### src/rtl/cpu_run_ctrl.sv
// ----------------------------------------------------------------------------
// cpu_run_ctrl
//
// Run controller for NUM_CORES processor cores. A run works like this:
//   1. Hold every core in reset for RST_CYCLES cycles.
//   2. Enable execution.
//   3. Finish in DONE once every core has signalled halt, or in TIMEOUT once
//      MAX_CYCLES enabled cycles have passed without that.
// All outputs are registered.
//
// Optional feature (macro CPU_RUN_CTRL_STEP_EN):
//   Adds the inputs step_mode and step. In RUN with step_mode=1, core_en is
//   high for exactly one cycle after each cycle in which step=1.
//
// Ports:
//   clk          in   system clock, rising edge
//   reset        in   synchronous active-high reset
//   start        in   begin a run (honoured in IDLE/DONE/TIMEOUT)
//   abort        in   cancel a run (honoured in RESET/RUN)
//   halt         in   per-core halt indication, sampled on enabled cycles
//   step_mode    in   (CPU_RUN_CTRL_STEP_EN only) single-step mode select
//   step         in   (CPU_RUN_CTRL_STEP_EN only) request one enabled cycle
//   core_reset   out  per-core reset, active-high
//   core_en      out  execution enable shared by all cores
//   running      out  high in RESET and RUN
//   done         out  all cores halted within budget (sticky until start)
//   timeout      out  budget exhausted first (sticky until start)
//   cycle_count  out  enabled cycles in current/last run
//   halted_mask  out  sticky per-core halt record
//   dbg_state    out  current FSM state, for observation
//
// Handshake: start and abort are level-sampled single-cycle requests. No
// ready is returned; a request made in a state that ignores it is dropped.
// ----------------------------------------------------------------------------
module cpu_run_ctrl #(
    parameter int NUM_CORES  = 1,
    parameter int RST_CYCLES = 1,
    parameter int MAX_CYCLES = 20,
    parameter int CNT_W      = 16
) (
    input  logic                 clk,
    input  logic                 reset,
    input  logic                 start,
    input  logic                 abort,
    input  logic [NUM_CORES-1:0] halt,
`ifdef CPU_RUN_CTRL_STEP_EN
    input  logic                 step_mode,
    input  logic                 step,
`endif
    output logic [NUM_CORES-1:0] core_reset,
    output logic                 core_en,
    output logic                 running,
    output logic                 done,
    output logic                 timeout,
    output logic [CNT_W-1:0]     cycle_count,
    output logic [NUM_CORES-1:0] halted_mask,
    output logic [2:0]           dbg_state
);

    localparam int RW = (RST_CYCLES > 1) ? $clog2(RST_CYCLES) : 1;
    localparam logic [CNT_W-1:0] MAX_C   = CNT_W'(MAX_CYCLES);
    localparam logic [RW-1:0]    RST_LD  = RW'(RST_CYCLES - 1);

    typedef enum logic [2:0] {
        S_IDLE    = 3'd0,
        S_RESET   = 3'd1,
        S_RUN     = 3'd2,
        S_DONE    = 3'd3,
        S_TIMEOUT = 3'd4
    } state_t;

    state_t                 state, state_n;
    logic [RW-1:0]          rst_cnt, rst_cnt_n;
    logic [NUM_CORES-1:0]   core_reset_n;
    logic                   core_en_n, running_n, done_n, timeout_n;
    logic [CNT_W-1:0]       cycle_count_n;
    logic [NUM_CORES-1:0]   halted_mask_n;
    logic [CNT_W-1:0]       cnt_inc;
    logic [NUM_CORES-1:0]   mask_upd;
    logic                   run_en;

    // Value core_en takes for the next cycle while the run continues.
`ifdef CPU_RUN_CTRL_STEP_EN
    assign run_en = step_mode ? step : 1'b1;
`else
    assign run_en = 1'b1;
`endif

    assign dbg_state = state;
    assign cnt_inc   = cycle_count + 1'b1;
    assign mask_upd  = halted_mask | halt;

    always_ff @(posedge clk) begin
        if (reset) begin
            state       <= S_IDLE;
            rst_cnt     <= '0;
            core_reset  <= '1;
            core_en     <= 1'b0;
            running     <= 1'b0;
            done        <= 1'b0;
            timeout     <= 1'b0;
            cycle_count <= '0;
            halted_mask <= '0;
        end else begin
            state       <= state_n;
            rst_cnt     <= rst_cnt_n;
            core_reset  <= core_reset_n;
            core_en     <= core_en_n;
            running     <= running_n;
            done        <= done_n;
            timeout     <= timeout_n;
            cycle_count <= cycle_count_n;
            halted_mask <= halted_mask_n;
        end
    end

    always_comb begin
        state_n       = state;
        rst_cnt_n     = rst_cnt;
        core_reset_n  = core_reset;
        core_en_n     = core_en;
        running_n     = running;
        done_n        = done;
        timeout_n     = timeout;
        cycle_count_n = cycle_count;
        halted_mask_n = halted_mask;

        case (state)
            S_IDLE, S_DONE, S_TIMEOUT: begin
                // start beats abort here; abort has no meaning outside a run.
                if (start) begin
                    state_n       = S_RESET;
                    rst_cnt_n     = RST_LD;
                    core_reset_n  = '1;
                    core_en_n     = 1'b0;
                    running_n     = 1'b1;
                    done_n        = 1'b0;
                    timeout_n     = 1'b0;
                    cycle_count_n = '0;
                    halted_mask_n = '0;
                end
            end

            S_RESET: begin
                if (abort) begin
                    state_n      = S_IDLE;
                    core_reset_n = '1;
                    core_en_n    = 1'b0;
                    running_n    = 1'b0;
                end else if (rst_cnt == '0) begin
                    state_n      = S_RUN;
                    core_reset_n = '0;
                    core_en_n    = run_en;
                end else begin
                    rst_cnt_n = rst_cnt - 1'b1;
                end
            end

            S_RUN: begin
                // An enabled cycle is always accounted for, including one that
                // ends in an abort, because the cores really executed it.
                if (core_en) begin
                    cycle_count_n = cnt_inc;
                    halted_mask_n = mask_upd;
                end
                if (abort) begin
                    state_n      = S_IDLE;
                    core_reset_n = '1;
                    core_en_n    = 1'b0;
                    running_n    = 1'b0;
                end else if (core_en && (&mask_upd)) begin
                    // Cores stay out of reset so their state can be inspected.
                    state_n   = S_DONE;
                    core_en_n = 1'b0;
                    running_n = 1'b0;
                    done_n    = 1'b1;
                end else if (core_en && (cnt_inc == MAX_C)) begin
                    state_n   = S_TIMEOUT;
                    core_en_n = 1'b0;
                    running_n = 1'b0;
                    timeout_n = 1'b1;
                end else begin
                    core_en_n = run_en;
                end
            end

            default: begin
                state_n = S_IDLE;
            end
        endcase
    end

endmodule

### config.mk
export PLATFORM = sky130hd
export DESIGN_NAME = cpu_run_ctrl
export DESIGN_NICKNAME = d
export VERILOG_FILES = /design/src/rtl/cpu_run_ctrl.sv
export SDC_FILE = /design/constraint.sdc
export NUM_CORES = 1
export LEC_CHECK = 0
export BUFFER_PORTS_ARGS = -buffer_cell sky130_fd_sc_hd__buf_2
export CAP_MARGIN = 20
export CORE_MARGIN = 4
export CORE_UTILIZATION = 47
export CTS_CLUSTER_SIZE = 12
export DETAILED_ROUTE_END_ITERATION = 10
export GPL_ROUTABILITY_DRIVEN = 0
export PLACE_DENSITY = 0.69
export SETUP_SLACK_MARGIN = 0.4
export SKIP_CTS_REPAIR_TIMING = 1
export SYNTH_ARGS = -nofsm -noshare
export SYNTH_HDL_FRONTEND = slang
export SYNTH_SLANG_ARGS = --single-unit
### constraint.sdc
create_clock -name clk -period 2.9 [get_ports clk]
set_input_delay 0.435 -clock clk [delete_from_list [all_inputs] [get_ports clk]]
set_output_delay 0.435 -clock clk [all_outputs]
set_load 0.02 [all_outputs]
Word level (Yosys, flattened, before mapping)
Index checks and enable logic that the tools add are counted.

$add $sub $neg: 2. Eq/ne operators: 16. Mux-type cells: 39. Bitwise operators: 1. Reductions and logical operators: 15.

Operators with widths (number): $mux 16 (2); $pmux 16 s2 (1); $mux 1 (22); $mux 3 (6); $ne 2x2->1 const B (9); $add 16x1->16 const B (1); $eq 16x5->1 const B (1); $reduce_and 3->1 (4); $reduce_and 4->1 (3); $pmux 1 s3 (3); $pmux 3 s3 (1); $pmux 1 s2 (4); $eq 3x2->1 const B (2); $reduce_and 5->1 (1); $ne 4x4->1 const B (1); $reduce_bool 2->1 (2); $eq 3x1->1 const B (1); $eq 3x3->1 const B (1); $logic_not 3->1 (1); $ne 3x3->1 const B (1); $reduce_bool 3->1 (1); $reduce_or 3->1 (1); $logic_and 1x1->1 (2); $or 1x1->1 (1); $sub 1x1->1 const B (1).

Flip-flop bits (word level): 26. Output and inout port bits: 25.

Logic depth before layout (Yosys ltp)
Gate-level depths: netlist (run 1).

Word-level depth: 7. Gate-level depth with buffers: 7. Depth with buffers taken out: 7.

Worst setup path after synthesis (run 1)
OpenSTA, ideal clock, no wires.

Path kind: register to register. Start point: register cycle_count[0]. End point: register state[1] (netlist: dbg_state[1]). Library setup time: 0.141 ns. Data arrival time: 1.984 ns. Slack: 0.775 ns. Stages on the path, launching flop included: 8. Path buffers: 0. Path through: dfxtp_1 > ha_1 > and4_4 > and3_4 > nand3_2 > o31ai_1 > and4_4 > a311oi_2.

Cells in the longest elaborated chain, start to end: 5.

RTL lines: start, declared (RTL line 55) `output logic [CNT_W-1:0] cycle_count,`; start signal, assigned (RTL line 112) `cycle_count <= cycle_count_n;`; $add 16x1->16 (RTL line 90) `assign cnt_inc = cycle_count + 1'b1;`; $eq 16x5->1 (RTL line 177) `end else if (core_en && (cnt_inc == MAX_C)) begin`; $logic_and 1x1->1 (RTL line 177); $ne 4x4->1 (no line); $reduce_and 3->1 (no line); end signal, assigned (RTL line 105) `state <= state_n;`; end, declared (RTL line 72) `state_t state, state_n;`.

Every way passes these cells. A chain may end at the register's enable or synchronous reset.

Worst setup path after layout (run 1)
Ends and elaborated chain as after synthesis.

==> results.sh, run 1 <==
export IMPL_crit_type="reg -> reg"
export IMPL_ys_warn_count=0
export IMPL_routed_wl_um=4110
export IMPL_initial_core_util=0.510
export IMPL_synth_largest_area_cell="dfxtp_1"
export IMPL_antenna_cells=0
export IMPL_clockBufferDepth=2
export IMPL_route_detailed_drc=0
export IMPL_ys_ff_latch=25
export IMPL_power_mw=0.663
export IMPL_clk_pin_slew_ns=0.15
export IMPL_final_max_slew_viol_count=0
export IMPL_gr_total_overflow=0
export IMPL_synth_edf_count=0
export IMPL_critPathBufInv=0
export IMPL_grt_total_usage=0.199
export IMPL_clock_sinks=25
export IMPL_synth_top_area_share=0.311
export IMPL_worst_path_max_delay_cell="dfxtp_1"
export IMPL_antenna_found_initial=0
export IMPL_tightest_slew_ns=0.671
export IMPL_placeableCoreArea_um2=3150
export IMPL_die_h_um=66.5
export IMPL_powerDensity_nw_per_um2=384
export IMPL_critPathMaxStageDelay_ns=0.50
export IMPL_finalNetCount=221
export IMPL_synth_distinct_cells=55
export IMPL_final_util=0.548
export IMPL_synthArstFlopShare=0
export IMPL_top_layer="met4"
export IMPL_clkLatencyLatePin_ns=0.34
export IMPL_grt_pass1_vias=1471
export IMPL_fin_skew_ns=0.0147
export IMPL_cp_end_kind="flop"
export IMPL_via_count=1532
export IMPL_syn_inst=192
export IMPL_path_cells="ha_1, and4_4, and3_4, nand3_2, o31ai_1, and4_4, a311oi_2"
export IMPL_route_met3_wl_um=210
export IMPL_power_leakage_nw=0.697
export IMPL_drive_gt1_frac=0.239
export IMPL_fp_dieW_um=66.5
export IMPL_routed_wire_length_per_instance_um=16.0
export IMPL_grt_pass1_wl_um=6880
export IMPL_pin_count=30
export IMPL_drt_iter0_drc=109
export IMPL_ys_seq_area_frac=0.311
export IMPL_area_delta_synth_final_pct=7.39
export IMPL_ys_flop_type="dfxtp_1"
export IMPL_syn_nets=199
export IMPL_dp_hpwl_um=2950
export IMPL_h_tree_depth=1
export IMPL_cp_required_ns=3.13
export IMPL_peakVddDrop_mv=0.222
export IMPL_drt_met1_wl_um=1870
export IMPL_grt_max_degree=23
export IMPL_slew_headroom=0.553
export IMPL_hold_viol_final=0
export IMPL_synth_cell_area_um2=1610
export IMPL_met2_length_um=1990
export IMPL_fin_crit_sh=0.759
export IMPL_antenna_left=0
export IMPL_max_freq_mhz=454
export IMPL_cp_common_cell="and4_4"
export IMPL_cts_buffers=3
export IMPL_setup_viol=0
export IMPL_critPathTopFamily="simple AND/OR/NAND/NOR gates"
export IMPL_arrival_ns=2.43
export IMPL_first_pass_iters=4
export IMPL_die_area_um2=4420
export IMPL_tritoncts="built"
export IMPL_nFillCells=339
export IMPL_maxCapViolCount=0
export IMPL_synth_avg_cell_area_um2=8.37
export IMPL_min_path_type="in -> reg"
export IMPL_startpoint_type="flop"
export IMPL_rows=20
export IMPL_tns_ns=0
export IMPL_worst_path_max_fanout=7
export IMPL_status="completed"
export IMPL_io_buffers=29
export IMPL_root_buffer="clkbuf_4"
export IMPL_via_per_inst=5.96
export IMPL_synth_area_leaders="dfxtp_1 (31%), a21oi_1 (9.0%), o21ai_0 (4.7%)"
export IMPL_rsz0062_at_grt="false"
export IMPL_period_minus_slack_ns=2.20
==> registers in the layout, indices dropped and copies added (netlist names) <==
register / count
timeout: 1
core_en: 1
done: 1
core_reset: 1
running: 1
dbg_state: 3
halted_mask: 1
cycle_count: 16
==> where the power goes <==
part / total (mW) / internal (mW) / switching (mW) / leakage, nW
clock: 0.166 / 0.0529 / 0.113 / 0.0139
combinational: 0.129 / 0.0450 / 0.0839 / 0.480
sequential: 0.368 / 0.355 / 0.0129 / 0.203
total: 0.663 / 0.453 / 0.210 / 0.697
==> logic make-up after synthesis <==
family,share of synthesized area
multiplexers,0.00623
AO/OA/AOI/OAI,0.245
XOR/XNOR,0.0327
buffers and inverters,0.0809
adder cells (fa/ha/maj),0.0156
flip-flops,0.311
AND/OR/NAND/NOR,0.308
==> tightest hold or removal path: cells and delay by family <==
family,cells,cell delay [ns]
buffers and inverters,1,0.08
and+or+nand+nor,1,0.09
AOI/OAI and AO/OA,1,0.06
==> cell usage after synthesis (all sizes together) (3+ instances only) <==
cell / number
a21oi: 29
dfxtp: 25
nor2: 17
o21ai: 15
nand2: 10
clkbuf: 8
nand3: 8
nand4: 6
nor2b: 6
buf: 5
nor3: 5
or3: 5
a31oi: 4
xnor2: 4
and4: 3
inv: 3
nand3b: 3
nand4b: 3
==> per-stage QoR <==
step / cells / setup slack [ns] / hold slack (ns) / instance area (um2)
after floorplan: 192 / 0.775 / 0.530 / 1610
after global placement: 253 / 0.820 / 0.443 / 1700
after detailed placement: 253 / 0.729 / 0.457 / 1700
after CTS: 257 / 0.699 / 0.359 / 1730
after global routing: 257 / 0.505 / 0.386 / 1730
final: 257 / 0.699 / 0.353 / 1730
==> per-layer routing <==
layer  track usage  vias to the layer above
met5             0                        -
met4        0.0609                        0
met3        0.0202                        5
met2         0.341                       39
met1         0.261                      738
li1              -                      750
==> placed cells by master, fill, tap and decap left out, drive strengths merged, types with 5 or more instances in the layout <==
cell and count:
a21oi 29, or3 5, nor2 17, nor3 5
nand2 10, o21ai 15, nor2b 6, nand4 6
nand3 8, buf 30, dfxtp 25
==> final cells by class <==
| type | count | area, um2 | share of cell area |
|---|---|---|---|
| clock inverter | 1 | 7.51 | 0.00435 |
| tap | 44 | 55.1 | 0.0319 |
| sequential | 25 | 500 | 0.290 |
| inverter | 3 | 11.3 | 0.00652 |
| timing repair buffer | 30 | 153 | 0.0884 |
| clock buffer | 3 | 22.5 | 0.0130 |
| multi-input combinational | 151 | 977 | 0.566 |
==> worst paths after layout <==
kind,start,to,slack [ns],depth (start not counted)
setup reg to reg,cycle_count[0]$_SDFFE_PP0P_,dbg_state[1]$_SDFFE_PP0P_,0.70,7
setup / recovery,cycle_count[0]$_SDFFE_PP0P_,dbg_state[1]$_SDFFE_PP0P_,0.70,7
hold / removal,halt,halted_mask$_SDFFE_PP0P_,0.35,3
hold reg to reg,done$_SDFFE_PP0P_,done$_SDFFE_PP0P_,0.47,2
Note: power is estimated with default switching activity, not from simulation.
==> run 2, diff against run 1 <==
==> constraint.sdc (replaced) <==
create_clock -name clk -period 2.2 [get_ports clk]
set_input_delay 0.33 -clock clk [delete_from_list [all_inputs] [get_ports clk]]
set_output_delay 0.33 -clock clk [all_outputs]
set_load 0.02 [all_outputs]
==> run 2 against run 1 <==
  * Sequential power rose by 29%
  * Largest cell class unchanged
  * Die area did not move
  * Largest power group unchanged
  * Sequential share of layout area fell by 1.8 points
  * Final area rose by 16%
  * Highest routed layer unchanged
  * Register-to-register slack got worse by 0.32 ns
  * First-iteration DRC count rose by 43%
  * Global-route usage fell by 0.22 points
  * Final cell count rose by 7.0%
  * Setup slack got worse by 0.32 ns
  * Clock power rose by 34%
==> results.sh, run 2 (synthesis gave the netlist of run 1 again) <==
export IMPL_rsz0062_at_grt="true"
export IMPL_antenna_found_initial=0
export IMPL_worst_path_max_fanout=6
export IMPL_setup_ws_ns=0.382
export IMPL_final_cells=275
export IMPL_h_tree_depth=1
export IMPL_grt_pass1_vias=1442
export IMPL_clkPwrFrac=0.253
export IMPL_grt_total_usage=0.197
export IMPL_seq_power_share=0.541
export IMPL_drive_gt1_frac=0.420
export IMPL_cp_required_ns=2.42
export IMPL_clkLatencyLatePin_ns=0.33
export IMPL_clockBufferDepth=2
export IMPL_hold_viol_final=0
export IMPL_antenna_left=0
export IMPL_die_h_um=66.5
export IMPL_grt_util_met3=0.0388
export IMPL_grt_util_met1=0.249
export IMPL_p_sw_frac=0.323
export IMPL_root_buffer="clkbuf_4"
export IMPL_largest_reg_flops=16
export IMPL_die_area_um2=4420
export IMPL_pin_count=30
export IMPL_route_detailed_drc=0
export IMPL_power_leakage_nw=0.811
export IMPL_via_count=1619
export IMPL_crit_type="reg -> reg"
export IMPL_clk_pin_slew_ns=0.16
export IMPL_arrival_ns=2.04
export IMPL_fin_skew_ns=0.0117
export IMPL_powerDensity_nw_per_um2=438
export IMPL_status="completed"
export IMPL_internal_power_mw=0.593
export IMPL_gr_total_overflow=0
export IMPL_grtUsageMet2=0.343
export IMPL_routed_wl_um=4310
export IMPL_fin_hold_ws_ns=0.252
export IMPL_grt_max_degree=23
export IMPL_dp_hpwl_um=3010
export IMPL_cts_buffers=3
export IMPL_rows=20
export IMPL_fp_dieW_um=66.5
export IMPL_slew_headroom=0.695
export IMPL_io_buffers=29
export IMPL_placed_cell_area_um2=1750
export IMPL_setup_viol=0
export IMPL_final_common_cell="buf_2"
export IMPL_tritoncts="built"
export IMPL_drt_iter0_drc=156
export IMPL_startpoint_type="flop"
export IMPL_tightest_slew_ns=0.451
export IMPL_clock_sinks=25
export IMPL_final_max_slew_viol_count=0
export IMPL_routed_wire_length_per_instance_um=15.7
export IMPL_via_per_inst=5.89
export IMPL_tns_ns=0
export IMPL_fin_area_um2=2000
export IMPL_first_pass_iters=4
export IMPL_power_mw=0.876
export IMPL_area_delta_synth_final_pct=24.5
export IMPL_fin_crit_sh=0.826
export IMPL_nFillCells=279
export IMPL_peakVddDrop_mv=0.303
export IMPL_antenna_cells=0
export IMPL_min_path_type="in -> reg"
export IMPL_most_common_layout_cells="buf_2 (29), a21oi_1 (26), buf_4 (19)"
export IMPL_placed_cells=256
export IMPL_largest_register="cycle_count"
export IMPL_pre_cts_ws_ns=0.302
export IMPL_placeableCoreArea_um2=3150
export IMPL_max_freq_mhz=550
export IMPL_period_minus_slack_ns=1.82
export IMPL_top_usage_layer="met2"
export IMPL_switching_power_mw=0.283
export IMPL_final_util=0.635
export IMPL_initial_core_util=0.510
export IMPL_maxCapViolCount=0
export IMPL_grt_pass1_wl_um=6760
export IMPL_finalNetCount=239
export IMPL_combPwrFrac=0.205
export IMPL_cp_end_kind="flop"
## run 2: cell types whose count changed in the layout (fill, tap and decap cells not counted), sizes merged
cell and change:
buf +18
## run 2: path summary, 6_finish.rpt
kind / slack [ns] / endpoint / depth (start not counted) / from
worst max-delay path: 0.38 / dbg_state[1]$_SDFFE_PP0P_ / 7 / cycle_count[0]$_SDFFE_PP0P_
worst min-delay path: 0.25 / halted_mask$_SDFFE_PP0P_ / 3 / halt
worst max register to register: 0.38 / dbg_state[1]$_SDFFE_PP0P_ / 7 / cycle_count[0]$_SDFFE_PP0P_
worst min register to register: 0.47 / done$_SDFFE_PP0P_ / 2 / done$_SDFFE_PP0P_
## run 2: power groups by stage
stage / clock network (mW) / registers (mW) / logic (mW)
global placement: 0 / 0.492 / 0.173
finish: 0.222 / 0.474 / 0.180
CTS: 0.224 / 0.484 / 0.177
global route: 0.250 / 0.479 / 0.198
detailed placement: 0 / 0.494 / 0.176
floorplan: 0 / 0.506 / 0.108
## run 2: routing by layer
layer  vias up  routed length [um]
met5         -                   0
met4         0                  45
met2        35                2100
met3         6                 217
met1       786                1950
li1        792                   -
## run 2: cell type report
class	count	area, um2	share of cell area
Tap cell	44	55.1	0.0275
Sequential cell	25	544	0.272
Multi-Input combinational cell	151	1070	0.536
Clock buffer	3	22.5	0.0113
Inverter	3	11.3	0.00563
Timing Repair Buffer	48	288	0.144
Clock inverter	1	7.51	0.00375
## run 2: worst max-delay path: stages, from the launching register on
cell and delay (ns):
dfxtp_4 0.42, ha_4 0.18, nand4_1 0.20, nor3_2 0.28, nand3_1 0.13, a21oi_2 0.15, and4_4 0.25, a311oi_2 0.10
==> run 3, diff against run 2 <==
--- a/config.mk
+++ b/config.mk
@@ -12,7 +12,7 @@
 export CTS_CLUSTER_SIZE = 12
 export DETAILED_ROUTE_END_ITERATION = 10
 export GPL_ROUTABILITY_DRIVEN = 0
-export PLACE_DENSITY = 0.69
+export PLACE_DENSITY = 0.72
 export SETUP_SLACK_MARGIN = 0.4
 export SKIP_CTS_REPAIR_TIMING = 1
 export SYNTH_ARGS = -nofsm -noshare
==> constraint.sdc (replaced) <==
create_clock -name clk -period 1.5 [get_ports clk]
set_input_delay 0.225 -clock clk [delete_from_list [all_inputs] [get_ports clk]]
set_output_delay 0.225 -clock clk [all_outputs]
set_load 0.02 [all_outputs]
==> run 3 against run 2 <==
  * The flow now finishes with violations (negative setup slack)
  * Final area grew 38%
  * Largest cell class unchanged
  * Sequential power grew 48%
  * Flip-flop and latch count did not move
  * Final cell count rose by 16%
  * Global-route usage up 3.9 points
  * Power up 74%
  * Worst hold slack worse by 0.057 ns
  * Combinational power rose to 2.7 times the previous value
  * Maximum frequency is 1.6% lower
  * Clock-buffer cell count is 1 higher
  * Die area unchanged
  * Sequential share of layout area decreased by 6.5 points
  * Largest power group unchanged
==> results.sh, run 3 (synthesis gave the netlist of run 1 again) <==
export IMPL_clk_pin_slew_ns=0.16
export IMPL_rsz0062_at_grt="true"
export IMPL_maxCapViolCount=0
export IMPL_cp_required_ns=1.73
export IMPL_slew_headroom=0.737
export IMPL_nFillCells=156
export IMPL_fin_hold_ws_ns=0.195
export IMPL_clkPwrFrac=0.218
export IMPL_rows=20
export IMPL_final_max_slew_viol_count=0
export IMPL_fp_dieW_um=66.5
export IMPL_startpoint_type="flop"
export IMPL_r2r_cells=7
export IMPL_p_sw_frac=0.346
export IMPL_most_common_layout_cells="buf_6 (43), buf_4 (43), dfxtp_4 (16)"
export IMPL_crit_type="reg -> reg"
export IMPL_area_delta_synth_final_pct=71.9
export IMPL_placed_cell_area_um2=2140
export IMPL_peakVddDrop_mv=0.665
export IMPL_initial_core_util=0.510
export IMPL_min_from="halt"
export IMPL_grt_pass1_wl_um=8160
export IMPL_via_per_inst=6.16
export IMPL_grt_max_degree=14
export IMPL_gr_total_overflow=0
export IMPL_routed_wl_um=6400
export IMPL_fin_crit_sh=1.23
export IMPL_largest_reg_flops=16
export IMPL_internal_power_mw=1.00
export IMPL_cts_buffers=3
export IMPL_drive_gt1_frac=0.664
export IMPL_hold_path_depth=3
export IMPL_reg2reg_slack_ns=-0.35
export IMPL_setup_viol=16
export IMPL_route_detailed_drc=0
export IMPL_regArea_um2=572
export IMPL_powerDensity_nw_per_um2=553
export IMPL_placeableCoreArea_um2=3150
export IMPL_multi_input_area_um2=1270
export IMPL_reg2reg_to="dbg_state[1]$_SDFFE_PP0P_"
export IMPL_combPwrFrac=0.322
export IMPL_arrival_ns=2.08
export IMPL_fin_area_um2=2760
export IMPL_largest_register="cycle_count"
export IMPL_clkLatencyLatePin_ns=0.35
export IMPL_h_tree_depth=1
export IMPL_tritoncts="built"
export IMPL_seq_power_share=0.460
export IMPL_clockBufferDepth=2
export IMPL_finalNetCount=282
export IMPL_failed_checks="negative setup slack"
export IMPL_reg2reg_from="cycle_count[1]$_SDFFE_PP0P_"
export IMPL_grt_total_usage=0.236
export IMPL_worst_path_max_fanout=5
export IMPL_drt_iter0_drc=222
export IMPL_via_count=1960
export IMPL_fin_skew_ns=0.0161
export IMPL_antenna_left=0
export IMPL_dp_hpwl_um=3740
export IMPL_die_area_um2=4420
export IMPL_period_minus_slack_ns=1.85
export IMPL_antenna_cells=0
export IMPL_die_h_um=66.5
export IMPL_grt_pass1_vias=1731
export IMPL_setup_ws_ns=-0.348
export IMPL_hold_viol_final=0
export IMPL_tightest_slew_ns=0.391
export IMPL_cp_end_kind="flop"
export IMPL_whs_endpoint="halted_mask$_SDFFE_PP0P_"
export IMPL_min_path_type="in -> reg"
export IMPL_status="complete, but fails checks"
export IMPL_routed_wire_length_per_instance_um=20.1
export IMPL_power_leakage_nw=1.13
export IMPL_antenna_found_initial=0
export IMPL_pin_count=30
export IMPL_clock_sinks=25
export IMPL_root_buffer="clkbuf_4"
export IMPL_io_buffers=29
export IMPL_first_pass_iters=4
export IMPL_max_freq_mhz=541
export IMPL_switching_power_mw=0.528
## run 3: metrics by stage
stage | power (mW) | setup WS [ns] | util | std cells | setup TNS [ns]
floorplan | 0.935 | -0.259 | - | 192 | -1.35
global placement | 1.05 | -0.222 | 0.679 | 301 | -1.11
detailed placement | 1.06 | -0.258 | 0.679 | 301 | -1.29
CTS | 1.38 | -0.278 | 0.687 | 305 | -1.68
global route | 1.59 | -0.425 | 0.877 | 318 | -3.50
finish | 1.53 | -0.348 | 0.877 | 318 | -2.29
## run 3: worst max path at each step
stage,to,cells past startpoint,slack (ns),start
2_1_floorplan,dbg_state[1]$_SDFFE_PP0P_,7,-0.26,cycle_count[0]$_SDFFE_PP0P_
4_1_cts,dbg_state[1]$_SDFFE_PP0P_,7,-0.28,cycle_count[1]$_SDFFE_PP0P_
6_report,dbg_state[1]$_SDFFE_PP0P_,7,-0.35,cycle_count[1]$_SDFFE_PP0P_
3_3_place_gp,dbg_state[1]$_SDFFE_PP0P_,7,-0.22,cycle_count[1]$_SDFFE_PP0P_
5_1_grt,dbg_state[1]$_SDFFE_PP0P_,7,-0.43,cycle_count[1]$_SDFFE_PP0P_
3_5_place_dp,dbg_state[1]$_SDFFE_PP0P_,7,-0.26,cycle_count[1]$_SDFFE_PP0P_
## run 3: final cells by class
cell class              instances  share of cell area
multi-input cells             151               0.459
repair buffers                 91               0.301
flip-flops and latches         25               0.207
inverters                       3             0.00407
clock buffers                   4             0.00951
well taps                      44              0.0199
## run 3: power groups by stage
stage	Sequential, mW	Clock [mW]	Combinational, mW
floorplan	0.744	0	0.191
global placement	0.721	0	0.330
detailed placement	0.722	0	0.342
CTS	0.707	0.329	0.342
global route	0.706	0.363	0.516
finish	0.702	0.333	0.492
## run 3: critical path, cell delays in order (launching register included)
cell and delay (ns):
dfxtp_4 0.41, ha_4 0.14, and4_4 0.23, and3_4 0.21, nand3_2 0.10, o31ai_2 0.23
and4_4 0.31, a311oi_2 0.11
## run 3: metal layers
metal	track usage	wire length [um]
met2	0.413	3180
met5	0	0
met1	0.294	2460
met4	0.0584	234
met3	0.0455	530
